[src/rtl/li_expander.sv]
// li_expander
// Expands a 32-bit constant plus a destination register into the RV32I
// instruction words that rebuild it (the `li` pseudo-instruction).
// A constant that fits in a signed 12-bit immediate becomes one addi.
// Any other constant becomes a lui, followed by an addi when its low 12 bits
// are non-zero. A request with rd = x0 becomes a single canonical nop.
//
// Ports:
//   clk        in   1   rising-edge clock
//   reset_n    in   1   synchronous, active-low reset
//   in_valid   in   1   request valid
//   in_ready   out  1   block can accept a request (high only when idle)
//   in_value   in   32  constant to load
//   in_rd      in   5   destination register
//   out_valid  out  1   out_instr valid
//   out_ready  in   1   consumer accepts out_instr
//   out_instr  out  32  encoded instruction word
//   out_last   out  1   final word of the current request's sequence
module li_expander (
  input  logic        clk,
  input  logic        reset_n,
  input  logic        in_valid,
  output logic        in_ready,
  input  logic [31:0] in_value,
  input  logic [4:0]  in_rd,
  output logic        out_valid,
  input  logic        out_ready,
  output logic [31:0] out_instr,
  output logic        out_last
);

  localparam logic [6:0] OPC_OP_IMM = 7'b0010011;
  localparam logic [6:0] OPC_LUI    = 7'b0110111;
  localparam logic [31:0] NOP_INSTR = 32'h00000013;

  typedef enum logic [1:0] {
    IDLE  = 2'd0,
    EMIT1 = 2'd1,
    EMIT2 = 2'd2
  } state_t;

  state_t r_state;
  state_t w_nextState;

  // Only the low 12 bits of the constant are still needed after capture:
  // they form the immediate of the trailing addi.
  logic [11:0] r_lo12;
  logic [4:0]  r_rd;
  logic [31:0] r_instr;
  logic        r_last;

  logic        w_accept;
  logic        w_outFire;
  logic        w_fits;
  logic [19:0] w_hi20;
  logic [31:0] w_firstInstr;
  logic        w_firstLast;
  logic [31:0] w_secondInstr;

  assign w_accept  = in_valid && (r_state == IDLE);
  assign w_outFire = out_ready && (r_state != IDLE);

  // A constant fits the addi immediate when bits 31..11 are a pure sign
  // extension of bit 11.
  assign w_fits = (in_value[31:11] == 21'h000000) || (in_value[31:11] == 21'h1FFFFF);

  // Adding bit 11 into the upper part is (value + 0x800) >> 12 with 32-bit
  // wrap: it pre-compensates for addi sign-extending the low 12 bits. The
  // 0x7FFFF800..0x7FFFFFFF range deliberately wraps to 0x80000.
  assign w_hi20 = in_value[31:12] + {19'd0, in_value[11]};

  // First word of the sequence, computed straight from the request inputs
  // so it can be registered on the accepting edge.
  always_comb begin
    w_firstInstr = NOP_INSTR;
    w_firstLast  = 1'b1;
    if (in_rd == 5'd0) begin
      w_firstInstr = NOP_INSTR;
    end else if (w_fits) begin
      w_firstInstr = {in_value[11:0], 5'd0, 3'b000, in_rd, OPC_OP_IMM};
    end else begin
      w_firstInstr = {w_hi20, in_rd, OPC_LUI};
      w_firstLast  = (in_value[11:0] == 12'd0);
    end
  end

  // Trailing addi rd, rd, lo12 built from the captured request.
  assign w_secondInstr = {r_lo12, r_rd, 3'b000, r_rd, OPC_OP_IMM};

  always_ff @(posedge clk) begin
    if (!reset_n) begin
      r_state <= IDLE;
    end else begin
      r_state <= w_nextState;
    end
  end

  always_comb begin
    w_nextState = r_state;
    in_ready    = 1'b0;
    out_valid   = 1'b0;
    case (r_state)
      IDLE: begin
        in_ready = 1'b1;
        if (in_valid) begin
          w_nextState = EMIT1;
        end
      end
      EMIT1: begin
        out_valid = 1'b1;
        if (out_ready) begin
          w_nextState = r_last ? IDLE : EMIT2;
        end
      end
      EMIT2: begin
        out_valid = 1'b1;
        if (out_ready) begin
          w_nextState = IDLE;
        end
      end
      default: begin
        w_nextState = IDLE;
      end
    endcase
  end

  // Output word and request capture. The word registers only change when a
  // state is entered, so they hold steady under backpressure.
  always_ff @(posedge clk) begin
    if (!reset_n) begin
      r_instr <= 32'd0;
      r_last  <= 1'b0;
      r_lo12  <= 12'd0;
      r_rd    <= 5'd0;
    end else if (w_accept) begin
      r_instr <= w_firstInstr;
      r_last  <= w_firstLast;
      r_lo12  <= in_value[11:0];
      r_rd    <= in_rd;
    end else if (w_outFire && (r_state == EMIT1) && !r_last) begin
      r_instr <= w_secondInstr;
      r_last  <= 1'b1;
    end
  end

  assign out_instr = r_instr;
  assign out_last  = r_last;

endmodule

[config.mk]
export PLATFORM = sky130hd
export DESIGN_NAME = li_expander
export DESIGN_NICKNAME = d
export VERILOG_FILES = /design/src/rtl/li_expander.sv
export SDC_FILE = /design/constraint.sdc
export NUM_CORES = 1
export LEC_CHECK = 0
export ABC_AREA = 1
export ABC_CLOCK_PERIOD_IN_PS = 2700
export BUFFER_PORTS_ARGS = -buffer_cell sky130_fd_sc_hd__buf_2
export CELL_PAD_IN_SITES_DETAIL_PLACEMENT = 2
export CELL_PAD_IN_SITES_GLOBAL_PLACEMENT = 2
export CORE_ASPECT_RATIO = 0.9
export CORE_MARGIN = 2
export CORE_UTILIZATION = 29
export DETAILED_ROUTE_END_ITERATION = 6
export PLACE_DENSITY_LB_ADDON = 0.1
export SETUP_SLACK_MARGIN = 0.02
export SYNTH_ARGS = -nofsm -noshare
export SYNTH_HDL_FRONTEND = slang
export SYNTH_SLANG_ARGS = --single-unit
[constraint.sdc]
create_clock -name clk -period 2.7 [get_ports clk]
set_input_delay 0.27 -clock clk [delete_from_list [all_inputs] [get_ports clk]]
set_output_delay 0.27 -clock clk [all_outputs]
set_load 0.02 [all_outputs]
==> metrics.cfg, run 1 <==
[cts]
postCtsSetupRepairBufs=0
root_buffer=clkbuf_8
cts_made_buffers=5
cts_tree=built
cts_sinks=47
path_clk_slew_ps=90
clockBufferDepth=2
ctsResizeCount=0
h-tree-depth=2
clk_latency_ps=290
hold_buffers=0

[die]
die_h_um=98.6
io_pins=76
dieArea_um2=10800
die_w_um=109
initial_utilization_pct=29.9
coreArea_um2=9660
core.rowCount=34

[setup_path]
cp.arrival_ps=2160
end_kind=flip-flop
start_kind=flip-flop
path_buf_inv=4
cpPeakStageDelay_ps=330
critical_path.max_fanout=13
cp.required_ps=2920
critical_path.slowest_cell=inv_1
path_class=reg2reg
critical_path.top_delay_family=buffers and inverters
path_cells=inv_1, ha_1, nand2_2, inv_2, nand2_1, inv_1, nand3_2, inv_2, nand2_1, a21oi_1

[drt]
wl_um=10300
wl_per_cell_um=16.2
dr.pass1.iters=4
drc=0
drtIter0Drc=93
viasPerCell=4.85
vias=3088
postRouteAntennaNets=0

[cells_and_area]
drive_above_1_share_pct=22.7
area_delta_synth_final_pct=19.5
final_nets=558
design_area_um2=3450
n_antenna_cell=0
n_fill_cell=1215

[logic_synthesis]
synth.yosys.seq_area_share_pct=32.6
ys_ff_latch=47
synth_top_area_share_pct=32.6
synth.distinct_cells=31
netlist_top_cells_area=dfxtp_1, nand2_1, a21oi_1, nor2_1, inv_1
synth_warnings=0
syn_area_um2=2880
synth_top_area_cell=dfxtp_1
avgSynthCellArea_um2=6.48
postSynthCellCount=445

[sta]
finalCriticalPeriod_ps=1940
fin_tns_setup_ps=0
worst_slew_pin_slew_ps=855
hold_violations=0
skew_ps=2.13
setup_viol_count_final=0
post-route-period-util_pct=72.0
layout_setup_ws_ps=757
maxSlewHeadroom_pct=43.0
fmax_ghz=0.515
rsz0062_at_grt=no
finalMaxSlewViolations=0

[hold_path]
hold_path_class=in2reg

[placed_design]
dp_slack_ps=769
port_buffers=73
hpwl_um=8020
placed_cell_area_um2=3340
routabilityCongestion=0.822

[run]
max-cap-violations=0

[power]
pwr-share-comb_pct=34.2
powerDensity_nw_per_um2=600
clkPwrFrac_pct=24.7
leakage_nw=1.72
irDropWorstVdd_mv=0.200
p_seq_share_pct=41.1
p_sw_w=0.000786
intPower_w=0.00128
netSwitchingFraction_pct=38.0

[outcome]
outcome=completed

[global_routing]
first_global_vias=3338
grt.total_usage_pct=20.2
grt_pass1_wl_um=17000
grt_start_max_net_pins=35
antenna_found_initial=0
grt_overflow=0

registers in the layout, indices dropped and copies added, names as in the netlist:
| signal | flops |
|---|---|
| r_lo12 | 12 |
| out_last | 1 |
| out_instr | 27 |
| r_state | 2 |
| r_rd | 5 |
routing by layer:
metal	global-route usage, %	vias to the layer above	part of all wire (%)
li1	-	1536	-
met4	3.25	0	0.96
met5	0	-	0
met3	2.45	9	3.0
met2	34.9	60	48
met1	27.1	1483	48
worst register-to-register path, cell delays in order (launching register included):
cell and delay (ps):
dfxtp_1 320, inv_1 100, ha_1 230, nand2_2 80
inv_2 80, nand2_1 50, inv_1 330, nand3_2 240
inv_2 220, nand2_1 80, a21oi_1 130
per-stage QoR:
stage	total power, W	utilization [%]	hold WS (ps)	std cells
2_1_floorplan	0.00132	-	408	446
3_3_place_gp	0.00155	34.6	454	630
3_5_place_dp	0.00158	34.6	462	630
4_1_cts	0.00210	35.7	238	637
5_1_grt	0.00221	35.7	244	637
6_report	0.00207	35.7	246	637
power by group through the flow:
stage	Combinational (W)	Clock (W)	Sequential (W)
final	0.000707	0.000511	0.000849
after global routing	0.000796	0.000552	0.000863
after CTS	0.000721	0.000527	0.000850
after global placement	0.000693	0	0.000860
after floorplan	0.000379	0	0.000937
after detailed placement	0.000713	0	0.000866
final cells by class:
type | count | area [um2] | area share, %
Clock buffer | 6 | 72.6 | 2.11
Inverter | 45 | 169 | 4.90
Sequential cell | 47 | 941 | 27.3
Multi-Input combinational cell | 335 | 1680 | 48.8
Tap cell | 126 | 158 | 4.58
Timing Repair Buffer | 77 | 395 | 11.5
Clock inverter | 1 | 30.0 | 0.871
synthesized netlist by cell type:
cell type,count
nor4_1,1
clkbuf_1,11
nor2_2,2
nand2_2,5
nor2_1,50
a21oi_2,7
nor2_4,4
o22ai_1,1
and2_1,1
buf_4,5
nand3_2,3
nand3_1,17
xor2_1,12
a21oi_1,49
nor2_8,1
a31oi_1,1
nor3_1,1
conb_1,1
inv_2,3
ha_1,6
inv_1,42
buf_2,2
nor3_4,1
dfxtp_1,47
nand3b_1,1
nand2_4,3
nand2_1,131
clkbuf_8,1
o21ai_0,29
nand4_1,4
or2_2,3
kinds of logic after synthesis:
kind of cell	after synthesis	synth area share [%]
adders and majority gates	6	2.60
AOI/OAI and AO/OA	87	16.1
buffers and inverters	64	9.42
and+or+nand+nor	228	35.5
xor gates and xnor gates	12	3.65
DFF	47	32.6
other	1	0.130
worst paths after layout:
kind / start / slack, ps / end / cells after the start
setup / recovery: r_state[1]$_SDFFE_PN0P_ / 760 / out_instr[12]$_SDFFE_PN0P_ / 10
hold / removal: in_value[9] / 250 / r_lo12[9]$_SDFFE_PN0P_ / 3
setup reg to reg: r_state[1]$_SDFFE_PN0P_ / 760 / out_instr[12]$_SDFFE_PN0P_ / 10
hold reg to reg: r_lo12[9]$_SDFFE_PN0P_ / 470 / r_lo12[9]$_SDFFE_PN0P_ / 2
cell usage in the layout, fill, tap and decap left out, types with 2 or more instances in the layout:
cell	instances
nand2_1	131
buf_2	73
nor2_1	50
a21oi_1	49
dfxtp_1	47
inv_1	42
o21ai_0	29
nand3_1	17
xor2_1	12
a21oi_2	7
ha_1	6
nand2_2	5
clkbuf_8	5
nand4_1	4
nor2_4	4
buf_4	4
or2_2	3
inv_2	3
nand3_2	3
nand2_4	3
nor2_2	2
conb_1	2
Power figures use the tool's default switching activity.
==> run 2: changes to the inputs <==
ABC_CLOCK_PERIOD_IN_PS = 1700   (was 2700)
CORE_UTILIZATION = 25   (was 29)
clock period = 1.7 ns   (was 2.7 ns; I/O delays follow)
==> run 2 against run 1 <==
  * Final area up 7.3%
  * Sequential power up 59%
  * Sequential share of layout area down 1.8 points
  * Setup slack worse by 640 ps
  * Hold slack worse by 87 ps
  * Critical endpoint is now out_instr[22]$_SDFFE_PN0P_
  * Largest cell class unchanged
==> metrics.cfg, run 2 (same netlist as run 1, synthesis figures left out) <==
[outcome]
outcome=completed

[cells_and_area]
area_delta_synth_final_pct=28.2
fin_util_pct=32.6
drive_above_1_share_pct=24.9
largest_register_ffs=27
final_nets=564
final_cell_mix=nand2_1, buf_2, nor2_1, a21oi_1, dfxtp_1
instances_no_fill=674
n_antenna_cell=0
layout_commonest_cell=nand2_1

[sta]
setup_viol_count_final=0
hold_violations=0
finalCriticalPeriod_ps=1590
finalMaxSlewViolations=0
fin_tns_setup_ps=0
hold_slack_ps=159
skew_ps=5.26
post-route-period-util_pct=93.4
fmax_ghz=0.630
rsz0062_at_grt=yes

[setup_path]
critical_path.top_delay_family=buffers and inverters
cp.required_ps=1880
cp.arrival_ps=1770
path_cells=inv_1, ha_4, nand2_2, inv_4, a31oi_4, inv_2, clkbuf_16, o21ai_0, a21oi_2
path_buf_inv=4
critical_path.slowest_cell=dfxtp_2
start_kind=flip-flop
end_kind=flip-flop
critical_path.max_fanout=12
cpPeakStageDelay_ps=350
path_class=reg2reg

[die]
die_w_um=117
dieArea_um2=12400
coreArea_um2=11300
io_pins=76
core.rowCount=37
die_h_um=106
initial_utilization_pct=25.4

[drt]
drtIter0Drc=83
postRouteAntennaNets=0
vias=3064
wl_per_cell_um=15.8
viasPerCell=4.55
wl_um=10600
dr.pass1.iters=4
drc=0

[power]
p_seq_share_pct=34.9
leakage_nw=1.81
netSwitchingFraction_pct=34.6
intPower_w=0.00253
powerDensity_nw_per_um2=1050
clkPwrFrac_pct=33.0
p_total_w=0.00386
irDropWorstVdd_mv=0.387
p_sw_w=0.00134
pwr-share-comb_pct=32.1

[cts]
root_buffer=clkbuf_16
path_clk_slew_ps=70
cts_tree=built
clockBufferDepth=2
h-tree-depth=2
clk_latency_ps=290
cts_made_buffers=5
cts_sinks=47

[run]
max-cap-violations=0

[global_routing]
antenna_found_initial=0
first_global_vias=3169
grt_start_max_net_pins=35
grt_overflow=0
grt.total_usage_pct=17.9
grt_pass1_wl_um=17000

[hold_path]
hold_path_class=in2reg

[placed_design]
port_buffers=73
routabilityCongestion=0.734
dpl.cell_count=665
hpwl_um=8230

[run 2: layer usage]
| metal | global-route usage, % | part of all wire, % |
|---|---|---|
| met4 | 3.03 | 0.50 |
| met3 | 3.05 | 3.1 |
| met5 | 0 | 0 |
| met1 | 25.1 | 51 |
| met2 | 28.9 | 46 |
[run 2: final timing paths]
check | start | endpoint | slack, ps | cells past startpoint
max | r_state[0]$_SDFFE_PN0P_ | out_instr[22]$_SDFFE_PN0P_ | 110 | 9
min | in_value[4] | r_lo12[4]$_SDFFE_PN0P_ | 160 | 3
max reg2reg | r_state[0]$_SDFFE_PN0P_ | out_instr[22]$_SDFFE_PN0P_ | 110 | 9
min reg2reg | out_instr[14]$_SDFFE_PN0P_ | out_instr[14]$_SDFFE_PN0P_ | 470 | 2
[run 2: per-stage QoR]
step	instance area [um2]	setup WS (ps)
2_1_floorplan	2890	70.8
3_3_place_gp	3430	62.2
3_5_place_dp	3430	41.8
4_1_cts	3620	33.1
5_1_grt	3700	20.9
6_report	3700	112
[run 2: what timing repair did]
item	in CTS	in global routing
gates resized for setup	1	20
endpoints found under the hold margin	0	0
cloned	0	1
endpoints found under the setup margin	1	28
setup buffers	0	0
hold buffers	0	0
[run 2: worst reg2reg max path: stages, from the launching register on]
cell and delay (ps):
dfxtp_2 350, inv_1 80, ha_4 180, nand2_2 90
inv_4 70, a31oi_4 170, inv_2 110, clkbuf_16 190
o21ai_0 210, a21oi_2 40
[run 2: power groups by stage]
stage	sequential, W	clock, W	combinational, W
floorplan	0.00149	0	0.000606
global placement	0.00137	0	0.00115
detailed placement	0.00137	0	0.00117
CTS	0.00135	0.00131	0.00118
global route	0.00137	0.00136	0.00139
finish	0.00135	0.00127	0.00124
[run 2: area by class of cell]
cell class                 instances  area (um2)
timing repair buffer              83         482
multi-input combinational        335        1710
sequential                        47         942
fill                            1399        7650
inverter                          45         176
clock buffer                       6         129
clock inverter                     2        60.1
tap                              156         195
